--- config.mk ---
export PLATFORM = sky130hd
export DESIGN_NAME = pipe_out_fifo
export DESIGN_NICKNAME = d
export VERILOG_FILES = /design/src/rtl/pipe_pkg.sv /design/src/rtl/fifo_ptr_ctrl.sv /design/src/rtl/pipe_out_fifo.sv
export SDC_FILE = /design/constraint.sdc
export NUM_CORES = 1
export LEC_CHECK = 0
export CAP_MARGIN = 20
export CORE_MARGIN = 3
export CORE_UTILIZATION = 55
export CTS_CLUSTER_SIZE = 12
export DETAILED_ROUTE_END_ITERATION = 10
export DONT_BUFFER_PORTS = 1
export GPL_TIMING_DRIVEN = 0
export PLACE_DENSITY = 0.79
export SYNTH_ARGS = -nofsm -noshare
export SYNTH_HDL_FRONTEND = slang
export SYNTH_SLANG_ARGS = --single-unit
export TNS_END_PERCENT = 100
--- constraint.sdc ---
create_clock -name i_clk -period 6.35 [get_ports i_clk]
set_clock_uncertainty 0.15 [all_clocks]
set_input_delay 1.27 -clock i_clk [delete_from_list [all_inputs] [get_ports i_clk]]
set_output_delay 1.27 -clock i_clk [all_outputs]
set_load 0.01 [all_outputs]
--- src/rtl/pipe_pkg.sv ---
// Shared sizing helpers and parameter-legality constants for the pipelined
// output FIFO family.
package pipe_pkg;

  // Smallest legal storage depth.
  localparam int unsigned PIPE_MIN_DEPTH = 2;
  // Smallest legal word width.
  localparam int unsigned PIPE_MIN_BITS  = 1;

  // Kind of pointer/count update applied on a clock edge.
  typedef enum logic [1:0] {
    OP_NONE = 2'b00,
    OP_POP  = 2'b01,
    OP_PUSH = 2'b10,
    OP_BOTH = 2'b11
  } fifo_op_e;

  // Pointer width: indexes DEPTH entries.
  function automatic int unsigned ptr_w(input int unsigned depth);
    return $clog2(depth);
  endfunction

  // Count width: must represent 0..DEPTH inclusive.
  function automatic int unsigned cnt_w(input int unsigned depth);
    return $clog2(depth) + 1;
  endfunction

  function automatic bit is_pow2(input int unsigned n);
    return (n >= PIPE_MIN_DEPTH) && ((n & (n - 1)) == 0);
  endfunction

  // DEPTH must be a power of two and SLACK must leave room below it.
  function automatic bit params_legal(input int unsigned depth,
                                      input int unsigned slack);
    return is_pow2(depth) && (slack < depth);
  endfunction

endpackage

--- src/rtl/fifo_ptr_ctrl.sv ---
// Read/write pointers, occupancy count and push/pop arbitration for
// pipe_out_fifo. A push into a full FIFO is accepted only when a pop frees
// a slot in the same cycle; otherwise it is refused.
module fifo_ptr_ctrl
  import pipe_pkg::*;
#(
  parameter int unsigned DEPTH = 8
) (
  input  logic                        i_clk,
  input  logic                        i_rst,
  input  logic                        i_push_req,
  input  logic                        i_pop_req,
  output logic                        o_wr_en,
  output logic [ptr_w(DEPTH)-1:0]     o_wr_ptr,
  output logic [ptr_w(DEPTH)-1:0]     o_rd_ptr,
  output logic [cnt_w(DEPTH)-1:0]     o_count
);

  localparam int unsigned CW = cnt_w(DEPTH);
  localparam int unsigned AW = ptr_w(DEPTH);

  logic [AW-1:0] r_wr_ptr;
  logic [AW-1:0] r_rd_ptr;
  logic [CW-1:0] r_count;
  logic          w_full;
  logic          w_empty;
  logic          w_push;
  logic          w_pop;
  fifo_op_e      w_op;

  // Arbitrate this cycle's push/pop from the registered count.
  always_comb begin
    w_full  = (r_count == CW'(DEPTH));
    w_empty = (r_count == '0);
    w_pop   = i_pop_req && !w_empty;
    w_push  = i_push_req && (!w_full || w_pop);
    w_op    = fifo_op_e'({w_push, w_pop});
  end

  // Advance pointers (wrapping modulo DEPTH) and track occupancy.
  always_ff @(posedge i_clk or posedge i_rst) begin
    if (i_rst) begin
      r_wr_ptr <= '0;
      r_rd_ptr <= '0;
      r_count  <= '0;
    end else begin
      case (w_op)
        OP_PUSH: begin
          r_wr_ptr <= r_wr_ptr + 1'b1;
          r_count  <= r_count + 1'b1;
        end
        OP_POP: begin
          r_rd_ptr <= r_rd_ptr + 1'b1;
          r_count  <= r_count - 1'b1;
        end
        OP_BOTH: begin
          r_wr_ptr <= r_wr_ptr + 1'b1;
          r_rd_ptr <= r_rd_ptr + 1'b1;
        end
        default: ;
      endcase
    end
  end

  assign o_wr_en  = w_push;
  assign o_wr_ptr = r_wr_ptr;
  assign o_rd_ptr = r_rd_ptr;
  assign o_count  = r_count;

endmodule

--- src/rtl/pipe_out_fifo.sv ---
// Output FIFO behind a fixed-latency upstream delay pipeline.
// o_en_up throttles the upstream stage early enough that the SLACK words
// already in flight always fit. First-word fall-through read port with
// one cycle write-to-read latency.
// Optional macro PIPE_OUT_FIFO_OVF_EN adds a sticky overflow flag o_ovf.
module pipe_out_fifo
  import pipe_pkg::*;
#(
  parameter int unsigned DEPTH = 8,
  parameter int unsigned BITS  = 1,
  parameter int unsigned SLACK = 4
) (
  input  logic                    i_clk,
  input  logic                    i_rst,
  input  logic                    i_valid,
  input  logic [BITS-1:0]         i_d,
  output logic                    o_en_up,
  output logic                    o_valid,
  input  logic                    i_ready,
  output logic [BITS-1:0]         o_q,
  output logic [cnt_w(DEPTH)-1:0] o_count
`ifdef PIPE_OUT_FIFO_OVF_EN
  , output logic                  o_ovf
`endif
);

  localparam int unsigned CW = cnt_w(DEPTH);
  localparam int unsigned AW = ptr_w(DEPTH);
  localparam logic [CW-1:0] EN_LIMIT = CW'(DEPTH - SLACK);

  if (!params_legal(DEPTH, SLACK) || (BITS < PIPE_MIN_BITS)) begin : g_bad_params
    $error("pipe_out_fifo: DEPTH must be a power of two >= 2, SLACK < DEPTH, BITS >= 1");
  end

  logic [BITS-1:0] r_mem [DEPTH];
  logic            w_wr_en;
  logic [AW-1:0]   w_wr_ptr;
  logic [AW-1:0]   w_rd_ptr;
  logic [CW-1:0]   w_count;
  logic            w_pop_req;

  assign w_pop_req = o_valid && i_ready;

  fifo_ptr_ctrl #(
    .DEPTH (DEPTH)
  ) u_ptr_ctrl (
    .i_clk      (i_clk),
    .i_rst      (i_rst),
    .i_push_req (i_valid),
    .i_pop_req  (w_pop_req),
    .o_wr_en    (w_wr_en),
    .o_wr_ptr   (w_wr_ptr),
    .o_rd_ptr   (w_rd_ptr),
    .o_count    (w_count)
  );

  // Storage array; unreset, the read side is masked while empty.
  always_ff @(posedge i_clk) begin
    if (w_wr_en) begin
      r_mem[w_wr_ptr] <= i_d;
    end
  end

  // Read port and upstream throttle, all from registered state only.
  always_comb begin
    o_valid = (w_count != '0);
    o_q     = o_valid ? r_mem[w_rd_ptr] : '0;
    o_en_up = (w_count < EN_LIMIT);
  end

  assign o_count = w_count;

`ifdef PIPE_OUT_FIFO_OVF_EN
  logic w_drop;
  logic r_ovf;

  assign w_drop = i_valid && (w_count == CW'(DEPTH)) && !w_pop_req;

  // Sticky overflow: set after any refused push, cleared only by reset.
  always_ff @(posedge i_clk or posedge i_rst) begin
    if (i_rst) begin
      r_ovf <= 1'b0;
    end else if (w_drop) begin
      r_ovf <= 1'b1;
    end
  end

  assign o_ovf = r_ovf;
`endif

endmodule

Yosys cells after proc, flatten, opt, wreduce, memory -nomap -nowiden. Memories as Yosys holds them, arrays and structs flattened. Cells that the tools add are included.

Input bits: 5. Logic and storage cells: 28. Bits in registers: 10. Memories: 1. Bits in writable memories: 8.

Memory list: r_mem (words 8, width 1, read ports 1, clocked after memory_dff 0, write ports 1, line pipe_out_fifo.sv:35) `logic [BITS-1:0] r_mem [DEPTH];`.

Reduce and logical (&&, ||, !) cells: 11. Eq/ne operators: 4. $add $sub $neg: 4. Muxes and demuxes: 4. $lt $le $gt $ge: 1.

Operator list (number): 4-bit one-hot mux with 2 select lines (1); 3-bit by 1-bit adder with 3-bit output (second input constant) (2); 4-bit by 1-bit adder with 4-bit output (second input constant) (1); 2-bit equality test (second input constant) (2); 4-bit equality test (second input constant) (1); 4-bit zero test (1); 4-bit by 3-bit < comparator with 1-bit output (second input constant) (1); 4-bit nonzero test (1); 2-bit OR reduction (2); 4-bit by 1-bit subtractor with 4-bit output (second input constant) (1); 1-bit logical AND (3); 1-bit 2-to-1 mux (3); 2-bit by 1-bit equality test with 1-bit output (second input constant) (1); 1-bit zero test (2); 2-bit nonzero test (1); 1-bit logical OR (1).

Depth between registers and ports, before layout. Gate-level depths: netlist of the first run.

Depth in word-level cells: 7. Mapped depth: 11. Gate-level depth less buffers: 10.

By module. A second synthesis of the first run with hierarchy kept.

Cell total of the unflattened synthesis: 79. Area, all modules: 985.9 µm².

Modules (own cells, without submodules): fifo_ptr_ctrl (seq. area each 250.2 µm², instances 1, cells an instance 47, area each 593.1 µm²); pipe_out_fifo (seq. area each 240.2 µm², instances 1, cells an instance 32, area each 392.9 µm²).

Worst setup path after synthesis of the first run. Ideal clock, no wire load.

Path type: input-to-reg. From: input port i_ready. To: register u_ptr_ctrl.r_count[3], in the netlist u_ptr_ctrl.o_count[3]. Stages on the path: 8. Arrival: 2.675 ns. Path buffers: 1. Library setup time: 0.140 ns. Slack: 3.385 ns. Cell sequence: buf_4 nand2_2 nor2_1 ha_1 a211oi_1 or3b_2 o211ai_1 o221ai_1.

Cells in the longest elaborated chain, start to end: 6. Elaborated cells on any way between the ends: 8.

RTL lines: start: declaration (line pipe_out_fifo.sv:19) `input logic i_ready,`; 1-bit logical AND * (line pipe_out_fifo.sv:42) `assign w_pop_req = o_valid && i_ready;`; 1-bit logical AND * (line fifo_ptr_ctrl.sv:35) `w_pop = i_pop_req && !w_empty;`; 1-bit logical OR (line fifo_ptr_ctrl.sv:36) `w_push = i_push_req && (!w_full || w_pop);`; 1-bit logical AND (line fifo_ptr_ctrl.sv:36); 2-bit by 1-bit equality test with 1-bit output or 2-bit equality test (tied branches) (line fifo_ptr_ctrl.sv:47) `case (w_op)`; 4-bit one-hot mux with 2 select lines or 2-bit nonzero test (tied branches); end signal: assignment (line fifo_ptr_ctrl.sv:50) `r_count <= r_count + 1'b1;`; end signal: assignment (line fifo_ptr_ctrl.sv:54) `r_count <= r_count - 1'b1;`; end: declaration (line fifo_ptr_ctrl.sv:24) `logic [CW-1:0] r_count;`.

Every way passes the cells marked *; elsewhere a longest branch is shown, timed or not. A chain may end at the register's enable or synchronous reset.

Final worst setup path of the first run.
From: register u_ptr_ctrl.r_count[0], in the netlist u_ptr_ctrl.o_count[0]. To: output port o_q.

Cells in the longest elaborated chain, start to end: 2.

RTL lines: 4-bit nonzero test (line pipe_out_fifo.sv:66) `o_valid = (w_count != '0);`; 1-bit 2-to-1 mux (line pipe_out_fifo.sv:67) `o_q = o_valid ? r_mem[w_rd_ptr] : '0;`; end: declaration (line pipe_out_fifo.sv:20) `output logic [BITS-1:0] o_q,`.

Every way passes these cells.

==> impl_metrics.csv, run 1 <==
group,metric,value,unit
global_route,first_global_vias,596,
sta,rsz0062_at_grt,"no",
synth,synth_nets,94,
floorplan,dieArea,0.00234,mm2
sta,hold_viol_final,0,
synth,synth_area_leaders,"dfrtp_1 25%, edfxtp_1 24%, ha_1 5.1%, mux4_2 4.6%, xnor2_1 4.4%",
floorplan,ios,12,
worst_hold_path,hold_path.class,"flip-flop to flip-flop",
drt,drt_iter0_drc,4,
setup_path,worstSetupEndpointType,"primary output",
cells_and_area,diodes,0,
pwr,max-vdd-ir-drop,0.000280,V
setup_path,cpMaxStageDelayCell,"dfrtp_1",
sta,worst_pin_slew,0.408,ns
sta,timing.final.crit_period,2.98,ns
drt,routed-via-count,603,
sta,setup_viol,0,
setup_path,cp_cell_sequence,"or3_1 > buf_6 > nor2_1 > nor2_1",
synth,yosysMostFrequentCell,"nor2_1",
drt,dr.pass1.iters,4,
placement,post-place-ws,3.25,ns
synth,synth_common_cells,"11 x nor2_1, 10 x dfrtp_1, 9 x nand2_1",
synth,yosysTopAreaCell,"dfrtp_1",
synth,ys_seq_area_share,49.6,%
worst_hold_path,hold_depth,1,
clock_tree,cts_made_buffers,3,
synth,yosysWarnings,0,
drt,routed_wl,1.58,mm
setup_path,path_buf_inv,1,
synth,synth_cell_types,32,
setup_path,r2r_cells,11,
pwr,cellLeakagePower,0.421,nW
floorplan,die_h,48.4,um
placement,place_hpwl,1.23,mm
floorplan,coreArea,0.00159,mm2
placement,gp_congestion,0.785,
global_route,grt_max_degree,11,
drt,postRouteAntennaNets,0,
synth,synth-main-ff-cell,"dfrtp_1",
global_route,antenna_found_initial,0,
cells_and_area,fillers,125,
clock_tree,postCtsHoldBufs,0,
job,maxCapViolCount,0,
cells_and_area,drive_gt1_share,18.2,%
setup_path,slowest_delay,0.45,ns
synth,synth_area_per_cell,11.8,um2
setup_path,rr_startpoint,"u_ptr_ctrl.o_count[0]$_DFFE_PP0P_",
clock_tree,clkLatencyLatePin,0.31,ns
clock_tree,root_buffer,"clkbuf_4",
setup_path,worst-r2r-setup-slack,3.45,ns
clock_tree,cts_resized,0,
synth,async_flop_share,55.6,%
drt,drc,0,
setup_path,critical_path_class,"flip-flop to primary output",
setup_path,worstPathRequired,4.93,ns
synth,synth-edff-count,8,
setup_path,cp.arrival,1.56,ns
global_route,grt_usage,15.2,%
sta,maxSlewViolCount,0,
cells_and_area,fin_nets,99,
global_route,grt_pass1_wl,2.69,mm
sta,max_freq,336,MHz
setup_path,startpoint_type,"flip-flop",
drt,vias_per_cell,5.38,
setup_path,cpMostUsedCell,"nor2_1",
synth,synthCells,84,
worst_hold_path,min_to,"u_ptr_ctrl.o_rd_ptr[2]$_DFFE_PP0P_",
sta,fin_crit_sh,46.9,%
clock_tree,cts_sinks,18,
placement,place_area,0.00102,mm2
cells_and_area,design_area,0.00105,mm2
global_route,grt_remaining_overflow,0,
worst_hold_path,worstHoldStart,"u_ptr_ctrl.o_rd_ptr[2]$_DFFE_PP0P_",
drt,wl_per_cell,14.1,um
floorplan,die_w,48.4,um
floorplan,initial_core_util,62.1,%
clock_tree,cts_buffer_depth,2,
floorplan,row_count,14,
synth,synth_area,990,um2
clock_tree,h-tree-depth,1,
setup_path,cp_top_family,"simple AND/OR/NAND/NOR gates",
clock_tree,cts_tree,"done",
synth,ys_ff_latch,18,
sta,fin_ws,3.37,ns
cells_and_area,syn_to_final_growth,5.69,%
placement,dpl.cell_count,108,
setup_path,cp_max_fo,7,
sta,maxSlewHeadroom,72.7,%
pwr,power.density,450,mW/mm2
clock_tree,cts_setup_buffers,0,
sta,tns,0,ns
setup_path,crit_cells,4,
placement,io_buffers,0,
cells_and_area,final_cells,112,
clock_tree,clk_pin_slew,0.11,ns
setup_path,worstReg2RegEnd,"u_ptr_ctrl.o_count[3]$_DFFE_PP0P_",
status,status,"complete, no violations",
synth,synth_top_area_share,25.3,%
layout by cell type, fill, tap and decap left out, types with 2 or more instances in the layout:
| master | n |
|---|---|
| buf_4 | 2 |
| mux2_4 | 2 |
| nand2_1 | 9 |
| mux4_2 | 2 |
| inv_1 | 3 |
| nand2b_1 | 4 |
| xnor2_1 | 5 |
| dfrtp_1 | 10 |
| edfxtp_1 | 8 |
| clkbuf_4 | 3 |
| nor3_1 | 2 |
| mux2i_1 | 2 |
| nor2_1 | 11 |
| ha_1 | 4 |
| o21ai_0 | 2 |
report_power, final:
| part | total, mW | internal (mW) | switching [mW] |
|---|---|---|---|
| clock | 0.0604 | 0.0230 | 0.0374 |
| sequential | 0.214 | 0.161 | 0.0532 |
| combinational | 0.196 | 0.102 | 0.0939 |
cell families after synthesis:
group | Yosys count | share of synthesized area, %
simple gates | 32 | 15.0
compound gates | 10 | 9.23
fa+ha+maj | 5 | 7.08
xor+xnor | 6 | 5.31
buf+inv | 7 | 4.17
mux | 6 | 9.61
flops | 18 | 49.6
layout make-up:
class / count / area, um2 / share of cell area (%)
Multi-Input combinational cell: 59 / 458 / 43.8
Buffer: 3 / 26.3 / 2.51
Clock inverter: 1 / 3.75 / 0.359
Inverter: 4 / 15.0 / 1.44
Tap cell: 24 / 30.0 / 2.87
Sequential cell: 18 / 490 / 46.9
Clock buffer: 3 / 22.5 / 2.15
metrics by stage:
step	hold WS, ns	utilization (%)	total power [mW]
6_report	0.352	65.6	0.470
5_1_grt	0.381	65.6	0.511
4_1_cts	0.359	65.6	0.476
3_5_place_dp	0.341	64.0	0.416
3_3_place_gp	0.332	64.0	0.402
2_1_floorplan	0.317	-	0.375
layer usage:
| layer | vias up | part of all wire (%) | wire length (um) | GRT usage (%) |
|---|---|---|---|---|
| li1 | 304 | - | - | - |
| met1 | 287 | 45 | 708 | 18.9 |
| met2 | 9 | 50 | 786 | 24.3 |
| met3 | 3 | 3.9 | 62 | 4.60 |
| met4 | 0 | 1.5 | 23 | 7.11 |
| met5 | - | 0 | 0 | 0 |
worst max path at each step:
stage	from	endpoint	slack [ns]
after floorplan	i_ready	u_ptr_ctrl.o_count[3]$_DFFE_PP0P_	3.39
after global routing	u_ptr_ctrl.o_count[0]$_DFFE_PP0P_	u_ptr_ctrl.o_count[3]$_DFFE_PP0P_	3.18
after global placement	i_ready	u_ptr_ctrl.o_count[3]$_DFFE_PP0P_	3.31
after detailed placement	i_ready	u_ptr_ctrl.o_count[3]$_DFFE_PP0P_	3.25
after CTS	u_ptr_ctrl.o_count[0]$_DFFE_PP0P_	o_q	3.36
final	u_ptr_ctrl.o_count[0]$_DFFE_PP0P_	o_q	3.37
registers in the layout (all words and copies together), names as in the netlist:
signal               cells
r_mem                    8
u_ptr_ctrl.o_count       4
u_ptr_ctrl.o_rd_ptr      3
u_ptr_ctrl.o_wr_ptr      3
Note: power is estimated with default switching activity, not from simulation.
==> run 2: changes to the inputs <==
--- a/config.mk
+++ b/config.mk
@@ -7,12 +7,12 @@
 export LEC_CHECK = 0
 export CAP_MARGIN = 20
 export CORE_MARGIN = 3
-export CORE_UTILIZATION = 55
+export CORE_UTILIZATION = 54
 export CTS_CLUSTER_SIZE = 12
 export DETAILED_ROUTE_END_ITERATION = 10
 export DONT_BUFFER_PORTS = 1
 export GPL_TIMING_DRIVEN = 0
-export PLACE_DENSITY = 0.79
+export PLACE_DENSITY = 0.81
 export SYNTH_ARGS = -nofsm -noshare
 export SYNTH_HDL_FRONTEND = slang
 export SYNTH_SLANG_ARGS = --single-unit
==> constraint.sdc (replaced) <==
create_clock -name i_clk -period 2.4 [get_ports i_clk]
set_clock_uncertainty 0.15 [all_clocks]
set_input_delay 0.48 -clock i_clk [delete_from_list [all_inputs] [get_ports i_clk]]
set_output_delay 0.48 -clock i_clk [all_outputs]
set_load 0.01 [all_outputs]
==> run 2 against run 1 <==
Net effect: the run now ends with setup timing left; sequential cell count unchanged; core utilization up 6.7 points; routed wire length up 20%; clock power up 150%; non-clock buffer count up 6; cell count up 5.4%; critical endpoint is now u_ptr_ctrl.o_count[3]$_DFFE_PP0P_; register-to-register slack worse by 3.6 ns; setup slack worse by 3.5 ns; power rose to 3.0 times the previous value; critical path type is now flip-flop to flip-flop; largest power group is now combinational logic.
==> impl_metrics.csv, run 2 (synthesis results as in run 1) <==
group,metric,value,unit
placement,dpl.cell_count,108,
clock_tree,h-tree-depth,1,
cells_and_area,final_cell_mix,"9 x nand2_1, 8 x buf_4, 8 x nor2_1, 8 x edfxtp_1, 7 x dfrtp_1",
sta,timing.final.crit_period,2.53,ns
clock_tree,cts_sinks,18,
cells_and_area,postLayoutCoreUtil,72.4,%
floorplan,coreArea,0.00161,mm2
status,status,"finished, violations left",
floorplan,die_h,48.8,um
sta,max_freq,395,MHz
status,violations,"setup timing",
pwr,cellLeakagePower,0.453,nW
drt,wl_per_cell,16.1,um
cells_and_area,regMostFlops,"r_mem",
placement,gp_congestion,0.786,
drt,drc,0,
floorplan,initial_core_util,61.4,%
sta,hold_viol_final,0,
worst_hold_path,hold_path.class,"input pin to flip-flop",
sta,holdWs,0.123,ns
pwr,max-vdd-ir-drop,0.000765,V
cells_and_area,layout_commonest_cell,"nand2_1",
global_route,grt_usage,17.6,%
placement,place_hpwl,1.20,mm
cells_and_area,largest_register_ff_count,8,
floorplan,die_w,48.8,um
setup_path,cp_max_fo,4,
drt,routed-via-count,658,
placement,io_buffers,0,
placement,post-place-ws,-0.326,ns
clock_tree,root_buffer,"clkbuf_4",
cells_and_area,syn_to_final_growth,17.8,%
setup_path,worstPathRequired,2.42,ns
cells_and_area,drive_gt1_share,34.0,%
clock_tree,clkLatencyLatePin,0.29,ns
setup_path,worstSetupEndpointType,"flip-flop",
pwr,power.density,1200,mW/mm2
sta,tns,-0.159,ns
drt,dr.pass1.iters,4,
clock_tree,cts_tree,"done",
sta,fin_ws,-0.131,ns
sta,fin_crit_sh,105,%
clock_tree,cts_buffer_depth,2,
global_route,first_global_vias,707,
cells_and_area,final_cells,118,
drt,postRouteAntennaNets,0,
clock_tree,cts_made_buffers,3,
floorplan,ios,12,
cells_and_area,diodes,0,
setup_path,critical_path_class,"flip-flop to flip-flop",
sta,worst_pin_slew,0.408,ns
setup_path,cp.arrival,2.55,ns
drt,drt_iter0_drc,23,
job,maxCapViolCount,0,
global_route,antenna_found_initial,0,
cells_and_area,fillers,118,
sta,maxSlewHeadroom,72.8,%
floorplan,row_count,14,
sta,rsz0062_at_grt,"yes",
global_route,grt_max_degree,11,
sta,maxSlewViolCount,0,
setup_path,startpoint_type,"flip-flop",
clock_tree,clk_pin_slew,0.10,ns
drt,routed_wl,1.90,mm
global_route,grt_pass1_wl,3.19,mm
global_route,grt_remaining_overflow,0,
sta,setup_viol,2,
drt,vias_per_cell,5.58,
cells_and_area,fin_nets,105,
floorplan,dieArea,0.00238,mm2
run 2: timing repair:
item | 4_1_cts | 5_1_grt
hold buffers | 1 | 0
setup endpoints to repair | 1 | 3
endpoints found under the hold margin | 10 | 0
buffers inserted | 3 | 3
gates resized for setup | 7 | 5
pin swaps | 7 | 5
run 2: layer usage:
layer  GRT usage [%]  vias up  wire length (um)  part of all wire (%)
met2            30.8       20               999                    53
li1                -      313                 -                     -
met4            6.16        0                 7                  0.37
met5               0        -                 0                     0
met1            19.8      323               778                    41
met3            6.12        2               110                   5.8
run 2: path summary, 6_finish.rpt:
kind                                                         start                                  to  slack, ns  depth (start not counted)
worst max-delay path             u_ptr_ctrl.o_count[1]$_DFFE_PP0P_   u_ptr_ctrl.o_count[3]$_DFFE_PP0P_      -0.13                         10
worst min-delay path                                           i_d                  r_mem[7]$_DFFE_PP_       0.12                          0
worst max register to register   u_ptr_ctrl.o_count[1]$_DFFE_PP0P_   u_ptr_ctrl.o_count[3]$_DFFE_PP0P_      -0.13                         10
worst min register to register  u_ptr_ctrl.o_rd_ptr[2]$_DFFE_PP0P_  u_ptr_ctrl.o_rd_ptr[2]$_DFFE_PP0P_       0.35                          1
max in group asynchronous                                    i_rst   u_ptr_ctrl.o_count[2]$_DFFE_PP0P_       1.33                          2
min in group asynchronous                                    i_rst   u_ptr_ctrl.o_count[3]$_DFFE_PP0P_       0.45                          2
run 2: final cells by class:
type	instances	area, um2	area share (%)
clock buffer	3	22.5	1.93
buffer	2	15.0	1.29
clock inverter	1	3.75	0.322
sequential	18	494	42.4
tap	24	30.0	2.58
inverter	4	17.5	1.50
timing repair buffer	7	55.1	4.72
multi-input combinational	59	528	45.3
run 2: power breakdown:
| group | leakage [nW] | switching [mW] | internal (mW) |
|---|---|---|---|
| registers | 0.188 | 0.169 | 0.432 |
| clock network | 0.0154 | 0.0890 | 0.0605 |
| logic | 0.250 | 0.292 | 0.358 |
run 2: per-stage QoR:
stage	total power, mW	cell area [um2]
after detailed placement	1.11	1040
after CTS	1.34	1140
after floorplan	1.01	1010
after global placement	1.08	1040
final	1.40	1170
after global routing	1.51	1170
run 2: critical path: stages, from the launching register on:
cell	delay, ns
dfrtp_2	0.48
or3_4	0.44
nor2_4	0.13
inv_4	0.06
nand2_4	0.07
nor2_4	0.05
ha_4	0.27
a211oi_4	0.06
or3b_4	0.39
o211ai_1	0.18
o221ai_1	0.13
